## config.mk

```make
export PLATFORM = sky130hd
export DESIGN_NAME = frame_sync_gen
export DESIGN_NICKNAME = d
export VERILOG_FILES = /design/src/rtl/frame_sync_gen.sv
export SDC_FILE = /design/constraint.sdc
export NUM_CORES = 1
export LEC_CHECK = 0
export BUFFER_PORTS_ARGS = -buffer_cell sky130_fd_sc_hd__buf_2
export CAP_MARGIN = 10
export CELL_PAD_IN_SITES_DETAIL_PLACEMENT = 2
export CELL_PAD_IN_SITES_GLOBAL_PLACEMENT = 2
export CORE_MARGIN = 5
export CORE_UTILIZATION = 33
export CTS_CLUSTER_DIAMETER = 80
export DETAILED_ROUTE_END_ITERATION = 10
export PLACE_DENSITY = 0.78
export SYNTH_ARGS = -nofsm -noshare
export SYNTH_HDL_FRONTEND = slang
export SYNTH_SLANG_ARGS = --single-unit
```

## constraint.sdc

```tcl
create_clock -name clk50 -period 3.72 [get_ports clk50]
set_input_delay 0.93 -clock clk50 [delete_from_list [all_inputs] [get_ports clk50]]
set_output_delay 0.93 -clock clk50 [all_outputs]
set_load 0.05 [all_outputs]
```

## src/rtl/frame_sync_gen.sv

```systemverilog
// Programmable-rate camera frame timing source (vs/href) driven by a fractional phase accumulator.
// Optional build macro FSG_PATTERN_EN adds an 8-bit pixel ramp on pix_data.
module frame_sync_gen #(
  parameter int unsigned CLK_HZ      = 50_000_000,
  parameter int unsigned VS_CYCLES   = 16,
  parameter int unsigned BP_CYCLES   = 64,
  parameter int unsigned LINES       = 480,
  parameter int unsigned HREF_CYCLES = 640,
  parameter int unsigned HGAP_CYCLES = 144
) (
  input  logic       clk50,
  input  logic       rst_n,
  input  logic       en,
  input  logic [7:0] fps,
  input  logic       overrun_clr,
  output logic       vs,
  output logic       href,
  output logic [7:0] frame_cnt,
  output logic       overrun,
  output logic [7:0] drop_cnt,
  output logic [7:0] pix_data
);

  localparam int unsigned ACC_W  = 32;
  localparam int unsigned SUM_W  = ACC_W + 1;
  localparam int unsigned MAX_VB = (VS_CYCLES > BP_CYCLES) ? VS_CYCLES : BP_CYCLES;
  localparam int unsigned MAX_HL = (HREF_CYCLES > HGAP_CYCLES) ? HREF_CYCLES : HGAP_CYCLES;
  localparam int unsigned MAX_PH = (MAX_VB > MAX_HL) ? MAX_VB : MAX_HL;
  localparam int unsigned CNT_W  = (MAX_PH > 1) ? $clog2(MAX_PH) : 1;
  localparam int unsigned LINE_W = (LINES > 1) ? $clog2(LINES) : 1;

  typedef enum logic [2:0] {
    IDLE,
    VSYNC,
    BPORCH,
    LINE_ON,
    LINE_GAP
  } state_t;

  logic [ACC_W-1:0]  acc;
  logic [SUM_W-1:0]  sum;
  logic              tick;

  state_t            state, state_d;
  logic [CNT_W-1:0]  cnt, cnt_d;
  logic [LINE_W-1:0] line, line_d;
  logic              vs_d, href_d;
  logic [7:0]        frame_cnt_d;
  logic              overrun_d;
  logic [7:0]        drop_cnt_d;
  logic              accept_ok;
  logic              accept;

  // Cadence accumulator: one tick per CLK_HZ/fps cycles on average, remainder carried
  always_comb begin
    sum  = {1'b0, acc} + SUM_W'(fps);
    tick = en && (sum >= SUM_W'(CLK_HZ));
  end

  always_ff @(posedge clk50 or negedge rst_n) begin
    if (!rst_n) begin
      acc <= '0;
    end else if (!en) begin
      acc <= '0;
    end else if (tick) begin
      acc <= ACC_W'(sum - SUM_W'(CLK_HZ));
    end else begin
      acc <= ACC_W'(sum);
    end
  end

  // Frame-shaping next state; a tick is only taken when the frame slot is free
  always_comb begin
    state_d     = state;
    cnt_d       = cnt;
    line_d      = line;
    frame_cnt_d = frame_cnt;
    overrun_d   = overrun;
    drop_cnt_d  = drop_cnt;
    accept_ok   = 1'b0;
    accept      = 1'b0;

    case (state)
      IDLE: begin
        accept_ok = 1'b1;
      end
      VSYNC: begin
        if (cnt == CNT_W'(VS_CYCLES - 1)) begin
          state_d = BPORCH;
          cnt_d   = '0;
        end else begin
          cnt_d = cnt + CNT_W'(1);
        end
      end
      BPORCH: begin
        if (cnt == CNT_W'(BP_CYCLES - 1)) begin
          state_d = LINE_ON;
          cnt_d   = '0;
          line_d  = '0;
        end else begin
          cnt_d = cnt + CNT_W'(1);
        end
      end
      LINE_ON: begin
        if (cnt == CNT_W'(HREF_CYCLES - 1)) begin
          state_d = LINE_GAP;
          cnt_d   = '0;
        end else begin
          cnt_d = cnt + CNT_W'(1);
        end
      end
      LINE_GAP: begin
        if (cnt == CNT_W'(HGAP_CYCLES - 1)) begin
          cnt_d = '0;
          if (line == LINE_W'(LINES - 1)) begin
            state_d   = IDLE;
            accept_ok = 1'b1;
          end else begin
            state_d = LINE_ON;
            line_d  = line + LINE_W'(1);
          end
        end else begin
          cnt_d = cnt + CNT_W'(1);
        end
      end
      default: begin
        state_d = IDLE;
        cnt_d   = '0;
        line_d  = '0;
      end
    endcase

    accept = tick && accept_ok;
    if (accept) begin
      state_d     = VSYNC;
      cnt_d       = '0;
      line_d      = '0;
      frame_cnt_d = frame_cnt + 8'd1;
    end

    // A drop in the same cycle as a clear restarts the count at one
    if (tick && !accept_ok) begin
      overrun_d  = 1'b1;
      drop_cnt_d = overrun_clr ? 8'd1 :
                   (drop_cnt == 8'hFF) ? 8'hFF : drop_cnt + 8'd1;
    end else if (overrun_clr) begin
      overrun_d  = 1'b0;
      drop_cnt_d = 8'd0;
    end

    vs_d   = (state_d == VSYNC);
    href_d = (state_d == LINE_ON);
  end

  always_ff @(posedge clk50 or negedge rst_n) begin
    if (!rst_n) begin
      state     <= IDLE;
      cnt       <= '0;
      line      <= '0;
      vs        <= 1'b0;
      href      <= 1'b0;
      frame_cnt <= 8'd0;
      overrun   <= 1'b0;
      drop_cnt  <= 8'd0;
    end else begin
      state     <= state_d;
      cnt       <= cnt_d;
      line      <= line_d;
      vs        <= vs_d;
      href      <= href_d;
      frame_cnt <= frame_cnt_d;
      overrun   <= overrun_d;
      drop_cnt  <= drop_cnt_d;
    end
  end

`ifdef FSG_PATTERN_EN
  logic [7:0] pix_d;

  // Ramp restarts with each frame and advances once per href-high cycle
  always_comb begin
    pix_d = pix_data;
    if (accept) begin
      pix_d = 8'd0;
    end else if (href) begin
      pix_d = pix_data + 8'd1;
    end
  end

  always_ff @(posedge clk50 or negedge rst_n) begin
    if (!rst_n) begin
      pix_data <= 8'd0;
    end else begin
      pix_data <= pix_d;
    end
  end
`else
  assign pix_data = 8'd0;
`endif

endmodule

```

=== Yosys cells after proc, flatten, opt, wreduce, memory -nomap -nowiden ===
Index checks and enable logic that the tools add are counted.

* Add/subtract/negate cells: 6
* Magnitude comparators: 1
* Equal/unequal tests: 17
* Mux-type cells: 29
* Reductions and logical operators: 8

{| class="wikitable"
|+ Operators by type and width
! operator !! number
|-
| $mux W32 || 2
|-
| $mux W10 || 5
|-
| $pmux W10 S5 || 1
|-
| $mux W9 || 4
|-
| $add A32 B8 Y33 || 1
|-
| $ge A33 B26 Y1 const B || 1
|-
| $mux W8 || 4
|-
| $sub A32 B26 Y32 const B || 1
|-
| $pmux W9 S3 || 1
|-
| $add A8 B1 Y8 const B || 2
|-
| $mux W3 || 5
|-
| $pmux W3 S5 || 1
|-
| $add A10 B1 Y10 const B || 1
|-
| $eq A10 B10 Y1 const B || 1
|-
| $eq A10 B4 Y1 const B || 1
|-
| $eq A10 B6 Y1 const B || 1
|-
| $eq A10 B8 Y1 const B || 1
|-
| $add A9 B1 Y9 const B || 1
|-
| $eq A3 B2 Y1 const B || 3
|-
| $eq A9 B9 Y1 const B || 1
|-
| $ne A3 B3 Y1 const B || 3
|-
| $eq A8 B8 Y1 const B || 1
|-
| $eq A3 B1 Y1 const B || 2
|-
| $mux W1 || 4
|-
| 11 further kinds || 13
|}

* Flip-flop bits (word level): 73
* Bits of input ports: 12
* Output and inout port bits: 27
* Word-level logic and storage cells: 70

=== Depth between registers and ports, before layout ===
Gate-level depths: netlist of run 1.

* Depth in word-level cells: 7
* Mapped depth: 16
* Gate-level depth less buffers: 15

=== Least setup slack after synthesis of run 1 ===
No wires, ideal clock.

* Path type: input-to-reg
* Start point: input port fps[0]
* End point: register drop_cnt[1]
* Library setup time: 96 ps
* Arrival time: 3960 ps
* Required time: 3624 ps
* Setup slack: -336 ps
* Cell stages on the path: 14
* Path buffers: 1
* Cell sequence: ha_1 -> inv_1 -> fa_1 -> nor2b_1 -> o31ai_4 -> a2111oi_0 -> xnor2_1 -> o311a_1 -> nand4_1 -> a31oi_4 -> a21oi_4 -> buf_4 -> and2_4 -> a311oi_2

* Longest elaborated chain between the ends: 5
* Elaborated cells on any way between the ends: 6
* Those cells by class: add/sub (1); order compare (1); mux (1); reduce/logical (3)

{| class="wikitable"
|+ RTL lines
! element !! line !! text
|-
| start: declaration || 14 || <nowiki>input logic [7:0] fps,</nowiki>
|-
| $add A32 B8 Y33 (*) || 56 || <nowiki>sum = {1'b0, acc} + SUM_W'(fps);</nowiki>
|-
| $ge A33 B26 Y1 (*) || 57 || <nowiki>tick = en && (sum >= SUM_W'(CLK_HZ));</nowiki>
|-
| $logic_and A1 B1 Y1 (*) || 57 ||
|-
| $logic_and A1 B1 Y1 (*) || 142 || <nowiki>if (tick && !accept_ok) begin</nowiki>
|-
| $mux W8 / $reduce_bool A2 Y1 (equally long branches) || n/a ||
|-
| end signal: assignment || 173 || <nowiki>drop_cnt <= drop_cnt_d;</nowiki>
|-
| end: declaration || 20 || <nowiki>output logic [7:0] drop_cnt,</nowiki>
|}

Mark *: on every way between the ends. The rest lies on a longest branch, timed or not.
A chain may end at the register's enable or synchronous reset.

=== Worst setup path after layout of run 1 ===
* Start point: input port fps[0]
* End point: register frame_cnt[4]

* Longest elaborated chain between the ends: 4

{| class="wikitable"
|+ RTL lines
! element !! line !! text
|-
| $add A32 B8 Y33 || 56 ||
|-
| $ge A33 B26 Y1 || 57 ||
|-
| $logic_and A1 B1 Y1 || 57 ||
|-
| $logic_and A1 B1 Y1 || 133 || <nowiki>accept = tick && accept_ok;</nowiki>
|-
| end signal: assignment || 171 || <nowiki>frame_cnt <= frame_cnt_d;</nowiki>
|-
| end: declaration || 18 || <nowiki>output logic [7:0] frame_cnt,</nowiki>
|}

Every way passes these cells.

==> qor.txt, run 1 <==
====================================================================================
Power density over cell area                                            407.7 nW/µm²
Half-perimeter wire length after detailed placement                         14.05 mm
CTS clock-pin slew for the worst setup and hold paths                          60 ps
Outcome                                                                 complete, but fails checks
Relative slew slack                                                           30.92%
Register-to-Register Path Depth                                                   16
CTS tree                                                                        done
Post-synthesis sequential element count                                           73
Sort of element at the start of the critical path                         input port
Crit path from                                                                fps[0]
Pin count of the biggest net entering global routing                              74
End of the worst register-to-register path                              frame_cnt[4]$_DFFE_PN0P_
Multiplexer share of the synthesized area                                     1.384%
Clock buffer count from CTS                                                        9
Site row count                                                                    46
Drt first-iter violations                                                        233
Core Util, Final                                                              45.68%
Final Worst Setup Slack                                                    -252.8 ps
Filler-free cell count of the finished design                                    931
Complex-gate fraction of the synthesized area                                 22.52%
Number of warnings printed during yosys synthesis                                  0
Final std cell area, no fill                                                7257 µm²
Worst R2R Start                                                         acc[0]$_DFF_PN0_
Initial Util                                                                  33.58%
Total vias in the final route                                                   5266
Part of the cycle the worst path needs                                        106.8%
Fmax achieved                                                              251.7 MHz
Weighted congestion at the end of routability-driven global placement         0.8454
Xor and xnor area share after synthesis                                       9.031%
Clock latency reported for the late side of the worst-skew pair               350 ps
Area of the multi-input gates                                               3777 µm²
CTS sink cnt                                                                      73
Hold Vio Cnt, Final                                                                0
Final net count                                                                  737
Crit path time final                                                         3973 ps
Dominant delay contributor by cell family on the critical path          compound AO/OA/AOI/OAI gates
Die Span X                                                                  137.1 µm
Number of stages on the worst setup path                                          17
Number of instances in the synthesized netlist                                   583
Total congestion overflow after global routing                                     0
Count of antenna diodes in the layout                                              0
Number of global-route vias before repair                                       6059
Root buffer cell                                                           clkbuf_16
Final count of pins violating max slew                                             0
Total of buffers placed on input and output ports                                 30
Synthesis-to-finish area growth                                               36.05%
Routed Wire Length                                                          21.73 mm
Height of the die                                                           137.1 µm
Share of async-settable or async-resettable flops after synthesis             100.0%
Mean Syn Cell Area                                                         9.149 µm²
Worst path max stage delay                                                    410 ps
Number of iterations in the first detailed-routing pass                            4
Placeable Area                                                             15890 µm²
Share of final-layout standard cells stronger than drive strength 1           35.52%
Global router's overall resource usage                                        22.53%
Cell-by-cell listing of the critical path                               buf_8, ha_4, inv_2, fa_2, nor2b_4, o31a_1, o21ai_4, o41a_1, inv_2, buf_4, nand4_1, and4b_2, a31oi_4, a211oi_4, buf_12, nand4_1, xnor2_1
Setup crit end                                                          frame_cnt[4]$_DFFE_PN0P_
Critical path's slowest cell                                                a211oi_4
Main flop type after synthesis                                               dfrtp_1
Wire length of the first global-routing pass                                32.89 mm
Critical path peak fanout                                                          7
Peak VDD IR                                                                0.2557 mV
Number of fillers in the final layout                                           1709
Crit path buffers/inverters                                                        5
Violated checks                                                         setup timing
Required time at the endpoint of the critical path                           3950 ps
Final setup skew                                                            11.31 ps
Count of maximum capacitance violations                                            0
Synthesized-area fraction occupied by adder cells                             3.425%
Clk buf depth                                                                      2
Storage element area                                                        1827 µm²
Path type of the worst min-delay path                                     reg -> reg
Area share of and/or/nand/nor cells after synthesis                           25.57%
I/O pin total                                                                     39
Number of cells after detailed placement                                         896
Cell area after synthesis                                                   5334 µm²
Initial antenna violation count                                                    0
Setup slack on the worst flop-to-flop path                                     20 ps
Slew at the pin with the worst max-slew slack                                1036 ps
Sequential cell area fraction in the yosys report                             34.25%
Number of distinct library cells after synthesis                                  87
Number of endpoints failing setup at the final stage                              61
Category of the most critical setup path                                   in -> reg
Setup crit end kind                                                         register
Setup repair after global routing missed its margin                             true
Die footprint                                                              18810 µm²
Worst path arrival time                                                      4200 ps
H-Tree Level Count                                                                 3
Post-synth EDFFs                                                                   0
Routed via count divided by cell count                                         5.656
Number of nets still failing antenna checks after routing                          0
Remaining design rule violation count                                              0
Avg WL per Cell                                                             23.34 µm
Combinational family with the most area after synthesis                 simple AND/OR/NAND/NOR gates
Total placed instance area                                                  6412 µm²
Static leakage                                                              3.042 nW
====================================================================================
-- layout make-up --
cell class,count,share of cell area (%)
Multi-Input combinational cell,476,52.05
Tap cell,216,3.724
Sequential cell,73,25.17
Timing Repair Buffer,136,14.64
Clock inverter,3,0.2414
Clock buffer,12,3.397
Inverter,15,0.7759
-- report_power, final --
group          total, mW  switching (mW)  internal, mW
Sequential         0.866          0.0348         0.831
Combinational       1.26           0.673         0.587
Clock              0.832           0.367         0.465
Total               2.96            1.07          1.88
-- state kept, by name, indices dropped and copies added (netlist names) --
register   flops
drop_cnt       8
line           9
href           1
frame_cnt      8
cnt           10
acc           32
overrun        1
state          3
vs             1
-- worst min-delay path by stage --
| stage | startpoint | endpoint | slack [ps] | depth (start not counted) |
|---|---|---|---|---|
| floorplan | line[0]$_DFFE_PN0P_ | line[0]$_DFFE_PN0P_ | 500 | 1 |
| global placement | frame_cnt[7]$_DFFE_PN0P_ | frame_cnt[7]$_DFFE_PN0P_ | 460 | 1 |
| detailed placement | overrun$_DFFE_PN0P_ | overrun$_DFFE_PN0P_ | 480 | 1 |
| CTS | overrun$_DFFE_PN0P_ | overrun$_DFFE_PN0P_ | 500 | 1 |
| global route | overrun$_DFFE_PN0P_ | overrun$_DFFE_PN0P_ | 520 | 1 |
| finish | overrun$_DFFE_PN0P_ | overrun$_DFFE_PN0P_ | 480 | 1 |
-- routing by layer --
| layer | GRT usage [%] | vias to the layer above | routed length [µm] | part of all wire, % |
|---|---|---|---|---|
| met3 | 4.007 | 50 | 538 | 2.5 |
| met1 | 25.59 | 2726 | 8767 | 40 |
| li1 | - | 2398 | - | - |
| met4 | 9.479 | 0 | 839 | 3.9 |
| met2 | 41.23 | 92 | 11580 | 53 |
| met5 | 0 | - | 0 | 0 |
-- metrics by stage --
stage	power, mW	TNS (ps)	setup WS, ps	hold slack [ps]
finish	2.958	-8904	-252.8	482.9
detailed placement	1.872	-47810	-963.9	480.5
floorplan	1.403	-4495	-198.0	497.7
global route	3.082	-16350	-364.1	515.6
global placement	1.802	-28410	-620.3	456.4
CTS	2.845	-2096	-139.9	496.2
-- cell usage in the layout (no fill, tap or decap), drive strengths merged, types with 8 or more instances in the layout --
| cell type | instances |
|---|---|
| xnor2 | 35 |
| xor2 | 20 |
| nand4 | 14 |
| inv | 14 |
| nor2b | 8 |
| a211o | 8 |
| nand3 | 34 |
| nand2 | 40 |
| conb | 8 |
| dfrtp | 73 |
| nor3 | 28 |
| and2 | 11 |
| buf | 135 |
| and4 | 8 |
| ha | 13 |
| o21a | 10 |
| nor2 | 48 |
| a211oi | 11 |
| a21oi | 31 |
| and3 | 20 |
| o21ai | 21 |
| clkbuf | 13 |
| a31oi | 10 |
-- repair_timing --
action / 4_1_cts / 5_1_grt
resized for setup: 33 / 47
pin swaps: 24 / 20
hold buffers: 0 / 0
cloned: 0 / 2
endpoints found under the setup margin: 63 / 63
hold endpoints to repair: 0 / 0
buffers inserted: 14 / 5
-- Yosys cell counts, types with 7 or more instances --
master / count / area share (%)
a21oi_1: 29 / 2.7
dfrtp_1: 73 / 34
and3_1: 20 / 2.3
and2_1: 10 / 1.2
nand2_1: 40 / 2.8
xor2_1: 20 / 3.3
o21a_1: 8 / 1.1
nand4_1: 12 / 1.4
xnor2_1: 35 / 5.7
nor3_1: 25 / 2.3
inv_1: 13 / 0.91
o21ai_0: 15 / 1.4
and4_1: 8 / 1.3
nand3_1: 33 / 3.1
nand2b_1: 7 / 0.82
a211o_1: 8 / 1.3
buf_4: 11 / 1.5
nor2b_1: 8 / 0.94
nor2_1: 48 / 3.4
ha_1: 13 / 3.0
a31oi_1: 9 / 1.1
clkbuf_1: 10 / 0.70
-- cell families after synthesis --
kind of cell | Yosys count
AND/OR/NAND/NOR | 245
AO/OA/AOI/OAI | 147
flip-flops | 73
XOR/XNOR | 55
buffers and inverters | 41
adder cells (fa/ha/maj) | 14
multiplexers | 7
other | 1
Note: power is estimated with default switching activity, not from simulation.
==> run 2, diff against run 1 <==
Settings changed: CORE_UTILIZATION 33 to 39, PLACE_DENSITY 0.78 to 0.88.
==> qor.txt, run 2 (synthesis gave the netlist of run 1 again) <==
====================================================================================
Outcome                                                                 complete, but fails checks
Violated checks                                                         setup timing
Clock latency reported for the late side of the worst-skew pair               370 ps   +20 ps
Drt first-iter violations                                                        597   +160%
Weighted congestion at the end of routability-driven global placement         0.8857   +4.8%
Number of nets still failing antenna checks after routing                          0   unchanged
Number of stages on the worst setup path                                          16   -1
Worst path max stage delay                                                    420 ps   about the same
Final setup skew                                                            18.88 ps   +7.564 ps
Largest registers                                                       acc (32), cnt (10), line (9)
CTS tree                                                                        done
Crit path buffers/inverters                                                        4   -1
Register ranked first by flip-flop count                                         acc
Required time at the endpoint of the critical path                           3960 ps   about the same
Core Util, Final                                                              57.74%   +12 points
Setup crit end                                                          acc[21]$_DFF_PN0_
Total of buffers placed on input and output ports                                 30   unchanged
Wire length of the first global-routing pass                                43.06 mm   +31%
Die Span X                                                                  126.9 µm   -7.4%
H-Tree Level Count                                                                 3   unchanged
Power density over cell area                                            432.3 nW/µm²   +6.0%
Total vias in the final route                                                   6210   +18%
Avg WL per Cell                                                             36.28 µm   +55%
Number of endpoints failing setup at the final stage                              63   +3.3%
Crit path from                                                                fps[7]
Number of global-route vias before repair                                       6600   +8.9%
Remaining design rule violation count                                              0   unchanged
Part of the cycle the worst path needs                                        122.7%   +16 points
I/O pin total                                                                     39   unchanged
Library cell appearing most often on the critical path                          ha_4
Synthesis-to-finish area growth                                               44.50%
Setup slack on the worst flop-to-flop path                                   -590 ps   -610 ps
Final Worst Setup Slack                                                    -844.6 ps   -591.8 ps
Placeable Area                                                             13350 µm²   -16%
End of the worst register-to-register path                              acc[21]$_DFF_PN0_
Critical path's slowest cell                                                a211oi_4
Static leakage                                                              3.227 nW   +6.1%
Count of maximum capacitance violations                                            0   unchanged
Total congestion overflow after global routing                                     0   unchanged
Site row count                                                                    42   -8.7%
Initial Util                                                                  39.96%   +6.4 points
Die footprint                                                              16120 µm²   -14%
Setup repair after global routing missed its margin                             true
Hold Vio Cnt, Final                                                                0   unchanged
Crit path time final                                                         4565 ps   +591.8 ps
Critical path peak fanout                                                          7   unchanged
Count of antenna diodes in the layout                                              0   unchanged
Routed via count divided by cell count                                         6.809   +20%
Sort of element at the start of the critical path                         input port
Setup crit end kind                                                         register
Dominant delay contributor by cell family on the critical path          compound AO/OA/AOI/OAI gates
Worst path arrival time                                                      4810 ps   +610 ps
CTS sink cnt                                                                      73   unchanged
Pin count of the biggest net entering global routing                              74   unchanged
Initial antenna violation count                                                    0   unchanged
Worst R2R Start                                                         acc[0]$_DFF_PN0_
Most common cell after layout, fill and taps aside                             buf_4
Half-perimeter wire length after detailed placement                         15.66 mm   +11%
Number of iterations in the first detailed-routing pass                            5   +1
Path type of the worst min-delay path                                     reg -> reg
Relative slew slack                                                           30.69%   -0.23 points
Clock buffer count from CTS                                                        9   unchanged
Height of the die                                                           126.9 µm   -7.4%
Final count of pins violating max slew                                             0   unchanged
Max FFs per register                                                              32   unchanged
Category of the most critical setup path                                   in -> reg
Cell-by-cell listing of the critical path                               buf_2, ha_4, a21oi_2, nand2_1, buf_4, o21ai_4, o41a_1, inv_2, ha_4, a21boi_4, o31ai_4, nand4_4, buf_6, a211oi_4, xnor2_2, nor2_2
Root buffer cell                                                           clkbuf_16
CTS Hold Bufs                                                                      0   unchanged
Global router's overall resource usage                                        35.17%   +13 points
Tot Pwr                                                                     3.332 mW   +13%
Slew at the pin with the worst max-slew slack                                1040 ps   +3.479 ps
Fmax achieved                                                              219.1 MHz   -13%
CTS clock-pin slew for the worst setup and hold paths                          70 ps   about the same
Final net count                                                                  757   +2.7%
Peak VDD IR                                                                0.6203 mV   +140%
Clk buf depth                                                                      2   unchanged
Register-to-Register Path Depth                                                   17   +1
Commonest cells after routing, fill and taps aside                      buf_4 (104), dfrtp_1 (73), nor2_1 (40)
Share of final-layout standard cells stronger than drive strength 1           41.71%   +6.2 points
Routed Wire Length                                                          33.08 mm   +52%
====================================================================================
run 2: where the power goes:
part / switching (mW) / leakage (nW) / internal [mW]
logic: 0.843 / 2.10 / 0.632
clock network: 0.434 / 0.153 / 0.542
registers: 0.0495 / 0.973 / 0.830
total: 1.33 / 3.23 / 2.00
run 2: metal layers:
metal | routed length [µm] | vias to the layer above | global-route usage (%) | share of wire (%)
li1 | - | 2441 | - | -
met5 | 0 | - | 0 | 0
met1 | 12210 | 3180 | 38.08 | 37
met3 | 2012 | 169 | 8.197 | 6.1
met2 | 16560 | 420 | 63.29 | 50
met4 | 2294 | 0 | 18.80 | 6.9
run 2: worst min-delay path by stage:
stage / cells past startpoint / from / endpoint
3_5_place_dp: 1 / frame_cnt[7]$_DFFE_PN0P_ / frame_cnt[7]$_DFFE_PN0P_
4_1_cts: 1 / frame_cnt[7]$_DFFE_PN0P_ / frame_cnt[7]$_DFFE_PN0P_
3_3_place_gp: 1 / frame_cnt[7]$_DFFE_PN0P_ / frame_cnt[7]$_DFFE_PN0P_
5_1_grt: 1 / overrun$_DFFE_PN0P_ / overrun$_DFFE_PN0P_
2_1_floorplan: 1 / line[0]$_DFFE_PN0P_ / line[0]$_DFFE_PN0P_
6_report: 1 / overrun$_DFFE_PN0P_ / overrun$_DFFE_PN0P_
run 2: stage by stage:
step           cells  instance area (µm²)  hold WS (ps)  setup slack [ps]  TNS, ps
6_report         912                 7707         513.9            -844.6   -32070
5_1_grt          912                 7707         529.4            -826.6   -35850
4_1_cts          889                 7114         483.5            -173.2    -5874
3_5_place_dp     851                 6325         464.5            -785.5   -40900
3_3_place_gp     851                 6325         457.9            -549.2   -25500
2_1_floorplan    590                 5466         497.7            -198.0    -4495
run 2: area by class of cell:
cell class | instances | area [µm²]
fillers | 1342 | 5640
multi-input cells | 476 | 4046
flip-flops and latches | 73 | 1827
repair buffers | 156 | 1252
clock buffers | 10 | 239.0
well taps | 176 | 220.2
clock inverters | 6 | 66.31
inverters | 15 | 56.30
run 2: what timing repair did:
action,CTS,global route
buffers inserted,20,25
cloned,2,0
pin swaps,33,31
setup endpoints to repair,63,63
resized for setup,58,90
